File: src/rtl/display_scan_ctrl.sv
// display_scan_ctrl
// Multiplexed seven-segment scan controller for common-anode displays.
// Each digit owns one slot of PRESCALE clocks. The slot is split into 16
// sub-ticks: sub-tick 0 is a dark guard interval, and sub-ticks 1..brightness
// are lit. All inputs are captured once per frame so a frame is never torn.
module display_scan_ctrl #(
    parameter int NUM_DIGITS   = 8,
    parameter int PRESCALE     = 1024,
    parameter int BLINK_FRAMES = 64
) (
    input  logic                    clk,
    input  logic                    reset,
    input  logic [4*NUM_DIGITS-1:0] hex_data,
    input  logic [7*NUM_DIGITS-1:0] raw_seg,
    input  logic [NUM_DIGITS-1:0]   raw_sel,
    input  logic [NUM_DIGITS-1:0]   valid,
    input  logic [NUM_DIGITS-1:0]   blink,
    input  logic [NUM_DIGITS-1:0]   dp,
    input  logic [3:0]              brightness,
    output logic [NUM_DIGITS-1:0]   anodes,
    output logic [6:0]              digits,
    output logic                    dp_n,
    output logic                    frame_start
);

    // slot_cnt is held as {sub-tick, count within sub-tick}, which gives
    // t = slot_cnt / (PRESCALE/16) without a divider.
    localparam int SUB   = PRESCALE / 16;
    localparam int SUB_W = (SUB > 1) ? $clog2(SUB) : 1;
    localparam int IDX_W = $clog2(NUM_DIGITS);
    localparam int FRM_W = (BLINK_FRAMES > 1) ? $clog2(BLINK_FRAMES) : 1;

    localparam logic [SUB_W-1:0] SUB_LAST = SUB_W'(SUB - 1);
    localparam logic [SUB_W-1:0] SUB_ONE  = SUB_W'(1);
    localparam logic [SUB_W-1:0] SUB_ZERO = SUB_W'(0);
    localparam logic [IDX_W-1:0] IDX_LAST = IDX_W'(NUM_DIGITS - 1);
    localparam logic [IDX_W-1:0] IDX_ONE  = IDX_W'(1);
    localparam logic [IDX_W-1:0] IDX_ZERO = IDX_W'(0);
    localparam logic [FRM_W-1:0] FRM_LAST = FRM_W'(BLINK_FRAMES - 1);
    localparam logic [FRM_W-1:0] FRM_ONE  = FRM_W'(1);
    localparam logic [FRM_W-1:0] FRM_ZERO = FRM_W'(0);

    // Active-low seven-segment decode, bit order {g,f,e,d,c,b,a}.
    function automatic logic [6:0] hex_decode(input logic [3:0] nib);
        logic [6:0] seg;
        case (nib)
            4'h0:    seg = 7'h40;
            4'h1:    seg = 7'h79;
            4'h2:    seg = 7'h24;
            4'h3:    seg = 7'h30;
            4'h4:    seg = 7'h19;
            4'h5:    seg = 7'h12;
            4'h6:    seg = 7'h02;
            4'h7:    seg = 7'h78;
            4'h8:    seg = 7'h00;
            4'h9:    seg = 7'h10;
            4'hA:    seg = 7'h08;
            4'hB:    seg = 7'h03;
            4'hC:    seg = 7'h46;
            4'hD:    seg = 7'h21;
            4'hE:    seg = 7'h06;
            4'hF:    seg = 7'h0E;
            default: seg = 7'h7F;
        endcase
        return seg;
    endfunction

    // Scan counters
    logic [SUB_W-1:0] sub_cnt_r;
    logic [3:0]       tick_r;
    logic [IDX_W-1:0] idx_r;
    logic [FRM_W-1:0] frame_cnt_r;
    logic             blink_phase_r;

    // Frame snapshot
    logic [4*NUM_DIGITS-1:0] snap_hex_r;
    logic [7*NUM_DIGITS-1:0] snap_raw_r;
    logic [NUM_DIGITS-1:0]   snap_rawsel_r;
    logic [NUM_DIGITS-1:0]   snap_valid_r;
    logic [NUM_DIGITS-1:0]   snap_blink_r;
    logic [NUM_DIGITS-1:0]   snap_dp_r;
    logic [3:0]              snap_bright_r;

    // Registered pin drivers
    logic [NUM_DIGITS-1:0] anodes_r;
    logic [6:0]            digits_r;
    logic                  dp_n_r;

    // Next-state decision
    logic                  sub_wrap_s;
    logic                  slot_wrap_s;
    logic                  frame_wrap_s;
    logic                  boundary_s;
    logic [3:0]            nib_s;
    logic [6:0]            raw_s;
    logic                  rawsel_s;
    logic                  valid_s;
    logic                  blink_s;
    logic                  dp_s;
    logic                  lit_s;
    logic [NUM_DIGITS-1:0] anodes_nxt_s;
    logic [6:0]            digits_nxt_s;
    logic                  dp_n_nxt_s;

    assign sub_wrap_s   = (sub_cnt_r == SUB_LAST);
    assign slot_wrap_s  = sub_wrap_s && (tick_r == 4'd15);
    assign frame_wrap_s = slot_wrap_s && (idx_r == IDX_LAST);
    assign boundary_s   = (idx_r == IDX_ZERO) && (tick_r == 4'd0) && (sub_cnt_r == SUB_ZERO);

    // The counters sit at zero during reset. Gating with reset keeps the
    // pulse low while reset is held and lets it fire in the first cycle after release.
    assign frame_start = boundary_s & reset;

    assign anodes = anodes_r;
    assign digits = digits_r;
    assign dp_n   = dp_n_r;

    // Slot, digit and frame counters. The blink phase flips as the last
    // frame of a blink half-period ends.
    always_ff @(posedge clk or negedge reset) begin
        if (!reset) begin
            sub_cnt_r     <= SUB_ZERO;
            tick_r        <= 4'd0;
            idx_r         <= IDX_ZERO;
            frame_cnt_r   <= FRM_ZERO;
            blink_phase_r <= 1'b0;
        end else begin
            sub_cnt_r <= sub_wrap_s ? SUB_ZERO : (sub_cnt_r + SUB_ONE);
            if (sub_wrap_s) begin
                tick_r <= tick_r + 4'd1;
            end
            if (slot_wrap_s) begin
                idx_r <= (idx_r == IDX_LAST) ? IDX_ZERO : (idx_r + IDX_ONE);
            end
            if (frame_wrap_s) begin
                if (frame_cnt_r == FRM_LAST) begin
                    frame_cnt_r   <= FRM_ZERO;
                    blink_phase_r <= ~blink_phase_r;
                end else begin
                    frame_cnt_r <= frame_cnt_r + FRM_ONE;
                end
            end
        end
    end

    // Capture every display input once, at the frame boundary.
    always_ff @(posedge clk or negedge reset) begin
        if (!reset) begin
            snap_hex_r    <= {(4*NUM_DIGITS){1'b0}};
            snap_raw_r    <= {(7*NUM_DIGITS){1'b0}};
            snap_rawsel_r <= {NUM_DIGITS{1'b0}};
            snap_valid_r  <= {NUM_DIGITS{1'b0}};
            snap_blink_r  <= {NUM_DIGITS{1'b0}};
            snap_dp_r     <= {NUM_DIGITS{1'b0}};
            snap_bright_r <= 4'd0;
        end else if (boundary_s) begin
            snap_hex_r    <= hex_data;
            snap_raw_r    <= raw_seg;
            snap_rawsel_r <= raw_sel;
            snap_valid_r  <= valid;
            snap_blink_r  <= blink;
            snap_dp_r     <= dp;
            snap_bright_r <= brightness;
        end
    end

    // Select the current digit's snapshot fields.
    always_comb begin
        nib_s    = 4'd0;
        raw_s    = 7'h7F;
        rawsel_s = 1'b0;
        valid_s  = 1'b0;
        blink_s  = 1'b0;
        dp_s     = 1'b0;
        for (int i = 0; i < NUM_DIGITS; i++) begin
            if (idx_r == IDX_W'(i)) begin
                nib_s    = snap_hex_r[4*i +: 4];
                raw_s    = snap_raw_r[7*i +: 7];
                rawsel_s = snap_rawsel_r[i];
                valid_s  = snap_valid_r[i];
                blink_s  = snap_blink_r[i];
                dp_s     = snap_dp_r[i];
            end else begin
                nib_s = nib_s;
            end
        end
    end

    // Decide whether the current digit is lit and what it shows.
    always_comb begin
        lit_s = (tick_r != 4'd0) && (tick_r <= snap_bright_r) && valid_s &&
                !(blink_s && blink_phase_r);
        if (lit_s) begin
            digits_nxt_s = rawsel_s ? raw_s : hex_decode(nib_s);
            dp_n_nxt_s   = ~dp_s;
        end else begin
            digits_nxt_s = 7'h7F;
            dp_n_nxt_s   = 1'b1;
        end
        for (int i = 0; i < NUM_DIGITS; i++) begin
            anodes_nxt_s[i] = ~(lit_s && (idx_r == IDX_W'(i)));
        end
    end

    // Register the pin drivers so the anodes and segments switch cleanly.
    always_ff @(posedge clk or negedge reset) begin
        if (!reset) begin
            anodes_r <= {NUM_DIGITS{1'b1}};
            digits_r <= 7'h7F;
            dp_n_r   <= 1'b1;
        end else begin
            anodes_r <= anodes_nxt_s;
            digits_r <= digits_nxt_s;
            dp_n_r   <= dp_n_nxt_s;
        end
    end

endmodule

File: config.mk
export PLATFORM = sky130hd
export DESIGN_NAME = display_scan_ctrl
export DESIGN_NICKNAME = d
export VERILOG_FILES = /design/src/rtl/display_scan_ctrl.sv
export SDC_FILE = /design/constraint.sdc
export NUM_CORES = 1
export LEC_CHECK = 0
export ABC_AREA = 1
export BUFFER_PORTS_ARGS = -buffer_cell sky130_fd_sc_hd__clkbuf_2
export CORE_MARGIN = 3
export CORE_UTILIZATION = 53
export CTS_BUF_LIST = sky130_fd_sc_hd__clkbuf_4
export DETAILED_ROUTE_END_ITERATION = 8
export MAX_ROUTING_LAYER = met4
export PLACE_DENSITY = 0.79
export SLEW_MARGIN = 20
export SYNTH_ARGS = -nofsm -noshare
export SYNTH_HDL_FRONTEND = slang
export SYNTH_SLANG_ARGS = --single-unit
File: constraint.sdc
create_clock -name clk -period 2.2 [get_ports clk]
set_clock_uncertainty 0.05 [all_clocks]
set_input_delay 0.33 -clock clk [delete_from_list [all_inputs] [get_ports clk]]
set_output_delay 0.33 -clock clk [all_outputs]
set_load 0.03 [all_outputs]
==> results of run 1 <==
## cells by family after synthesis
logic type / after synthesis / synth area share
AOI/OAI and AO/OA: 48 / 0.0371
xor gates and xnor gates: 8 / 0.00869
adders and majority gates: 21 / 0.0326
buffers and inverters: 111 / 0.0590
DFF: 160 / 0.499
muxes: 124 / 0.173
and+or+nand+nor: 345 / 0.190
## power by group through the flow
stage,logic (mW),registers (mW),clock network [mW]
2_1_floorplan,0.197,3.15,0
3_3_place_gp,0.414,3.17,0
3_5_place_dp,0.427,3.18,0
4_1_cts,0.606,3.12,1.80
5_1_grt,0.729,3.14,1.96
6_report,0.674,3.13,1.82
## layer usage
metal	part of all wire	vias up	wire, um
li1	-	3297	-
met1	0.37	3553	9650
met2	0.50	412	13000
met3	0.069	144	1790
met4	0.053	0	1360
met5	0	-	0
## worst max-delay path, stage by stage (launching register included)
cell     delay, ps
dfrtp_1        440
inv_2          100
buf_6          110
ha_4           150
nand2_4         70
buf_4          160
or2_0          230
nand3_1        110
nand2_1         70
nand2_1        160
nand2_1        120
nand2_1        150
nand2_1         90
nand2_2        190
nand2_2         90
inv_2           50
nand2_1         40
nand2_1         60
nand2_1         60
## per-stage QoR
stage / hold slack (ps) / cell area [um^2] / cells
after floorplan: -15.6 / 8120 / 817
after global placement: 420 / 9290 / 1153
after detailed placement: 436 / 9290 / 1153
after CTS: 425 / 11100 / 1327
after global routing: 429 / 11500 / 1341
final: 352 / 11500 / 1341
## flip-flops by register name, indices dropped and copies added, names as in the netlist
name	cells
anodes	8
digits	7
snap_dp_r	8
snap_bright_r	4
snap_valid_r	8
blink_phase_r	1
tick_r	4
idx_r	3
frame_cnt_r	6
dp_n	1
snap_raw_r	56
snap_blink_r	8
sub_cnt_r	6
snap_hex_r	32
snap_rawsel_r	8
## what timing repair did
action,in CTS,in global routing
gates resized for setup,30,74
endpoints found under the setup margin,15,28
pin swaps,6,38
setup buffers,16,13
gates cloned,1,0
hold buffers,125,0
hold endpoints to repair,268,0
## layout make-up
class	instances	share of cell area
timing repair buffer	338	0.235
clock buffer	17	0.0111
inverter	80	0.0279
sequential	160	0.351
tap	184	0.0201
antenna	1	0.000218
clock inverter	15	0.0131
multi-input combinational	546	0.342
## placed cells by master, fill, tap and decap left out, types with 5 or more instances in the layout
cell and instances:
nand2_1 173, dfrtp_1 143, clkbuf_2 140, dlygate4sd3_1 125
mux2_2 124, nor2_1 64, inv_1 58, buf_4 47
nand3_1 35, nand2_2 28, clkbuf_4 17, inv_2 16
dfstp_2 16, a21oi_1 15, buf_6 15, nand3_2 11
nand2_4 10, ha_1 10, ha_4 10, o21ai_0 8
o211ai_1 8, buf_12 8, a21oi_2 6, xor2_1 5
inv_6 5
## path summary, 6_finish.rpt
path / to
min in group clk: snap_raw_r[24]
min: sub_cnt_r[2]
max in group asynchronous: idx_r[2]
max: digits[6]
min reg2reg: sub_cnt_r[0]
max reg2reg: digits[6]
==> impl_metrics.tcl, run 1 <==
set metrics [dict create \
    yosysMostFrequentCell "nand2_1" \
    cap_violations 0 \
    drtPass1Iterations 5 \
    syn_avg_cell_area_um2 9.87 \
    drt_first_iter_violations 646 \
    required_ps 2680 \
    synth.distinct_cells 40 \
    reg2reg_from "idx_r[0]" \
    synthesis.area_um2 8060 \
    grt_first_pass_wirelength_um 37700 \
    track_usage 0.301 \
    portBuffers 142 \
    clock_latency_ps 600 \
    use_met1 0.345 \
    clkTransAtPathRegs_ps 140 \
    fmax_ghz 0.394 \
    drive_above_1_share 0.428 \
    synth_top_area_share 0.447 \
    coreArea_um2 14700 \
    reg2regPathDepth 18 \
    combPwrFrac 0.120 \
    startpoint_type "register" \
    grt.busiest_layer "met2" \
    ir_worst_vdd_mv 0.432 \
    root_buffer "clkbuf_4" \
    antenna_found_initial 1 \
    clockBufferDepth 2 \
    io_pins 143 \
    reg2reg_setup_slack_ps -340 \
    cts_made_buffers 17 \
    slew_viol_final 0 \
    nets 1290 \
    status "finished with violations" \
    switchingPower_mw 1.59 \
    ys.flop_type "dfrtp_1" \
    max_slew_margin 0.403 \
    die_area_um2 16700 \
    finalHoldViolCount 0 \
    place_hpwl_um 13900 \
    cp.arrival_ps 3020 \
    setup_viol 17 \
    netlist_instances 817 \
    critical_path_class "register to register" \
    die_h_um 129 \
    fill_cells 782 \
    clkPwrFrac 0.323 \
    start_util 0.548 \
    min_period_over_period 1.15 \
    grt_util_met3 0.0585 \
    tightest_slew_ps 895 \
    async_flop_share 1.00 \
    violations "negative setup slack" \
    power_density_nw_per_um2 490 \
    path_max_fanout 7 \
    grt-ovfl-total 0 \
    rows 44 \
    synthTopCellsByCount "199 x nand2_1, 144 x dfrtp_1, 124 x mux2_2" \
    intPower_mw 4.04 \
    ant_nets 0 \
    seq_area_um2 4030 \
    place.gp.congestion 0.873 \
    power_mw 5.62 \
    place_ws_ps -130 \
    synth_warnings 0 \
    vias_per_cell 5.52 \
    synth.net_count 964 \
    switching_share 0.282 \
    final.setup.tns_ps -2560 \
    met2_usage 0.512 \
    rsz0062_at_grt "yes" \
    wl_per_cell_um 19.3 \
    multi_input_area_um2 3930 \
    synth_top_area_cell "dfrtp_1" \
    htree_num_levels 4 \
    die_w_um 129 \
    p_leak_nw 5.64 \
    crit_path_start "idx_r[0]" \
    hold_class "input port to asynchronous set/reset pin" \
    vias 7406 \
    cts_sinks 160 \
    synth-seq-area-share 0.499 \
    area_delta_synth_final_pct 42.4 \
    finish.utilization 0.781 \
    synth-edff-count 0 \
    pwr-share-seq 0.557 \
    ys_ff_latch 160 \
    finalWirelength_um 25900 \
    critPathCaptureType "register" \
    drc 0 \
    min_period_ps 2540 \
    setup_ws_ps -338 \
    cts_tree "yes" \
    grt_pass1_vias 7552 \
    grt_max_degree 161 \
    synth.top_cells.by_area "dfrtp_1 45%, mux2_2 17%, nand2_1 9.3%" \
]
Power figures use the tool's default switching activity.
==> run 2, diff against run 1 <==
Settings changed: ABC_AREA 1 to unset, CORE_UTILIZATION 53 to 52, PLACE_DENSITY 0.79 to 0.78.
==> run 2 against run 1 <==
  * The run still ends with negative setup slack left
  * Worst setup slack worse by 170 ps
  * Critical path depth shrank 4
  * Sequential share of layout area fell by 1.2 points
  * Cell count decreased by 8.1%
  * Synthesized cell count fell by 18%
  * Sequential power about the same
  * Clock power up 3%
  * Register-to-register slack worse by 170 ps
  * Combinational power up 3.1%
  * Routed wire length increased by 9.5%
  * Non-clock buffer count is 49 higher
  * Power rose by 1.6%
  * Critical path type unchanged
==> impl_metrics.tcl, run 2 <==
set metrics [dict create \
    combPwrFrac 0.122 \
    cts_sinks 160 \
    switching_share 0.270 \
    die_w_um 129 \
    synthTopCellsByCount "144 x dfrtp_1, 124 x mux2_2, 48 x nand2_1" \
    intPower_mw 4.17 \
    clkPwrFrac 0.327 \
    synth-edff-count 0 \
    synthesis.area_um2 7880 \
    drt_first_iter_violations 780 \
    ir_worst_vdd_mv 0.507 \
    tightest_slew_ps 868 \
    reg2regPathDepth 14 \
    ys.flop_type "dfrtp_1" \
    p_leak_nw 5.19 \
    largest_reg_flops 56 \
    vias_per_cell 6.05 \
    netlist_instances 672 \
    antenna_found_initial 1 \
    mostFrequentLayoutCells "142 x dfrtp_1, 140 x clkbuf_2, 125 x dlygate4sd3_1" \
    synth_warnings 0 \
    fmax_ghz 0.370 \
    violations "negative setup slack" \
    setup_ws_ps -506 \
    fill_cells 752 \
    portBuffers 142 \
    reg2reg_to "digits[0]" \
    critPathCaptureType "register" \
    synth_top_family_by_area "multiplexers" \
    place_area_um2 9380 \
    critical_path_class "register to register" \
    root_buffer "clkbuf_4" \
    die_area_um2 16700 \
    reg2reg_setup_slack_ps -510 \
    hold_class "input port to asynchronous set/reset pin" \
    finalWirelength_um 28300 \
    htree_num_levels 4 \
    cap_violations 0 \
    crit_path_start "idx_r[1]" \
    wl_per_cell_um 23.0 \
    area_delta_synth_final_pct 50.9 \
    setup_viol 117 \
    pwr-share-seq 0.552 \
    die_h_um 129 \
    synth_top_area_share 0.457 \
    vias 7465 \
    synth.distinct_cells 74 \
    cp.arrival_ps 3160 \
    clkTransAtPathRegs_ps 150 \
    synth_compound_area_frac 0.122 \
    clockBufferDepth 2 \
    yosysMostFrequentCell "dfrtp_1" \
    start_util 0.536 \
    instances_no_fill 1233 \
    rows 44 \
    cts_made_buffers 17 \
    grt_max_degree 161 \
    drc 0 \
    cts_tree "yes" \
    synthXorXnorAreaFrac 0.0100 \
    finalHoldViolCount 0 \
    synth_fa_ha_area_frac 0.0333 \
    slew_viol_final 0 \
    dp.cells 1041 \
    rsz0062_at_grt "yes" \
    synth-seq-area-share 0.510 \
    synth_top_area_cell "dfrtp_1" \
    reg2reg_from "idx_r[1]" \
    io_pins 143 \
    track_usage 0.335 \
    grt_pass1_vias 7822 \
    layout_commonest_cell "dfrtp_1" \
    max_slew_margin 0.421 \
    place_hpwl_um 16200 \
    drive_above_1_share 0.500 \
    place.gp.congestion 0.944 \
    largest_registers "snap_raw_r (56), snap_hex_r (32)" \
    drtPass1Iterations 5 \
    ys_ff_latch 160 \
    ant_nets 0 \
    grt-ovfl-total 0 \
    startpoint_type "register" \
    async_flop_share 1.00 \
    required_ps 2660 \
    min_period_ps 2710 \
    path_max_fanout 8 \
    syn_avg_cell_area_um2 11.7 \
    power_density_nw_per_um2 480 \
    finalInstanceArea_um2 11900 \
    nets 1183 \
    synth.net_count 819 \
    clock_latency_ps 640 \
    min_period_over_period 1.23 \
    status "finished with violations" \
    top_register "snap_raw_r" \
    yosys.area_share.simple 0.107 \
    coreArea_um2 14700 \
    muxShareOfSynthArea 0.180 \
    synth.top_cells.by_area "dfrtp_1 46%, mux2_2 18%, dfstp_2 5.3%" \
    grt_first_pass_wirelength_um 41300 \
    switchingPower_mw 1.54 \
]
run 2: cell types whose count changed after synthesis, moves of 8 or more:
| cell | previous run | this run |
|---|---|---|
| nand4_1 | 2 | 10 |
| nand2_1 | 199 | 48 |
| o21ai_0 | 10 | 24 |
| nor2b_1 | 0 | 13 |
| a211oi_1 | 0 | 10 |
| nor2_1 | 64 | 21 |
| inv_1 | 69 | 18 |
| nand2_2 | 9 | 1 |
| nand3_1 | 48 | 19 |
run 2: cell families after synthesis:
family                   Yosys count
buffers and inverters             64
AND/OR/NAND/NOR                  160
AO/OA/AOI/OAI                    132
adder cells (fa/ha/maj)           21
XOR/XNOR                           9
multiplexers                     126
flip-flops                       160
run 2: critical path, cell delays in order (launching register included):
cell and delay, ps:
dfrtp_1 430, buf_6 130, buf_6 110, ha_4 170, ha_4 190, buf_8 140
nand2_4 50, nand2_2 60, a311oi_2 270, or2_4 240, ha_4 150, inv_2 30
a211oi_2 220, a211oi_2 70, o311ai_1 280
run 2: worst max-delay path by stage:
stage,endpoint,slack (ps),cells past startpoint
floorplan,digits[5],-400,13
global placement,digits[1],-440,10
detailed placement,digits[0],-530,12
CTS,digits[0],-310,11
global route,digits[0],-580,14
finish,digits[0],-510,14
run 2: metal layers:
layer / part of all wire / up-vias / global-route usage / wire, um
met2: 0.50 / 446 / 0.550 / 14100
met3: 0.077 / 127 / 0.0779 / 2190
met4: 0.044 / 0 / 0.153 / 1250
met1: 0.38 / 3716 / 0.394 / 10700
li1: - / 3176 / - / -
met5: 0 / - / - / 0
run 2: repair_timing:
item | CTS | global route
hold endpoints to repair | 268 | 0
hold buffers | 125 | 0
pin swaps | 37 | 41
cloned | 2 | 2
resized for setup | 88 | 57
endpoints found under the setup margin | 119 | 138
buffers inserted | 23 | 13
run 2: per-stage QoR:
step	utilization	total power, mW	setup slack [ps]	hold slack (ps)	setup TNS, ps
floorplan	-	3.35	-399	-15.6	-2330
global placement	0.638	3.61	-437	405	-4440
detailed placement	0.638	3.63	-534	408	-6310
CTS	0.786	5.63	-308	416	-2410
global route	0.809	5.89	-580	415	-13800
finish	0.809	5.71	-506	333	-10780
run 2: power by group through the flow:
stage | clock network (mW) | registers, mW | logic [mW]
after floorplan | 0 | 3.15 | 0.194
after global placement | 0 | 3.19 | 0.425
after detailed placement | 0 | 3.19 | 0.438
after CTS | 1.85 | 3.14 | 0.650
after global routing | 1.99 | 3.16 | 0.748
final | 1.87 | 3.15 | 0.695
run 2: final cells by class:
type	count	area [um^2]	area share
sequential	160	4030	0.338
timing repair buffer	387	3170	0.266
clock buffer	18	135	0.0114
inverter	21	91.3	0.00768
tap	184	230	0.0194
multi-input combinational	449	4090	0.344
antenna	1	2.50	0.000210
clock inverter	13	154	0.0129
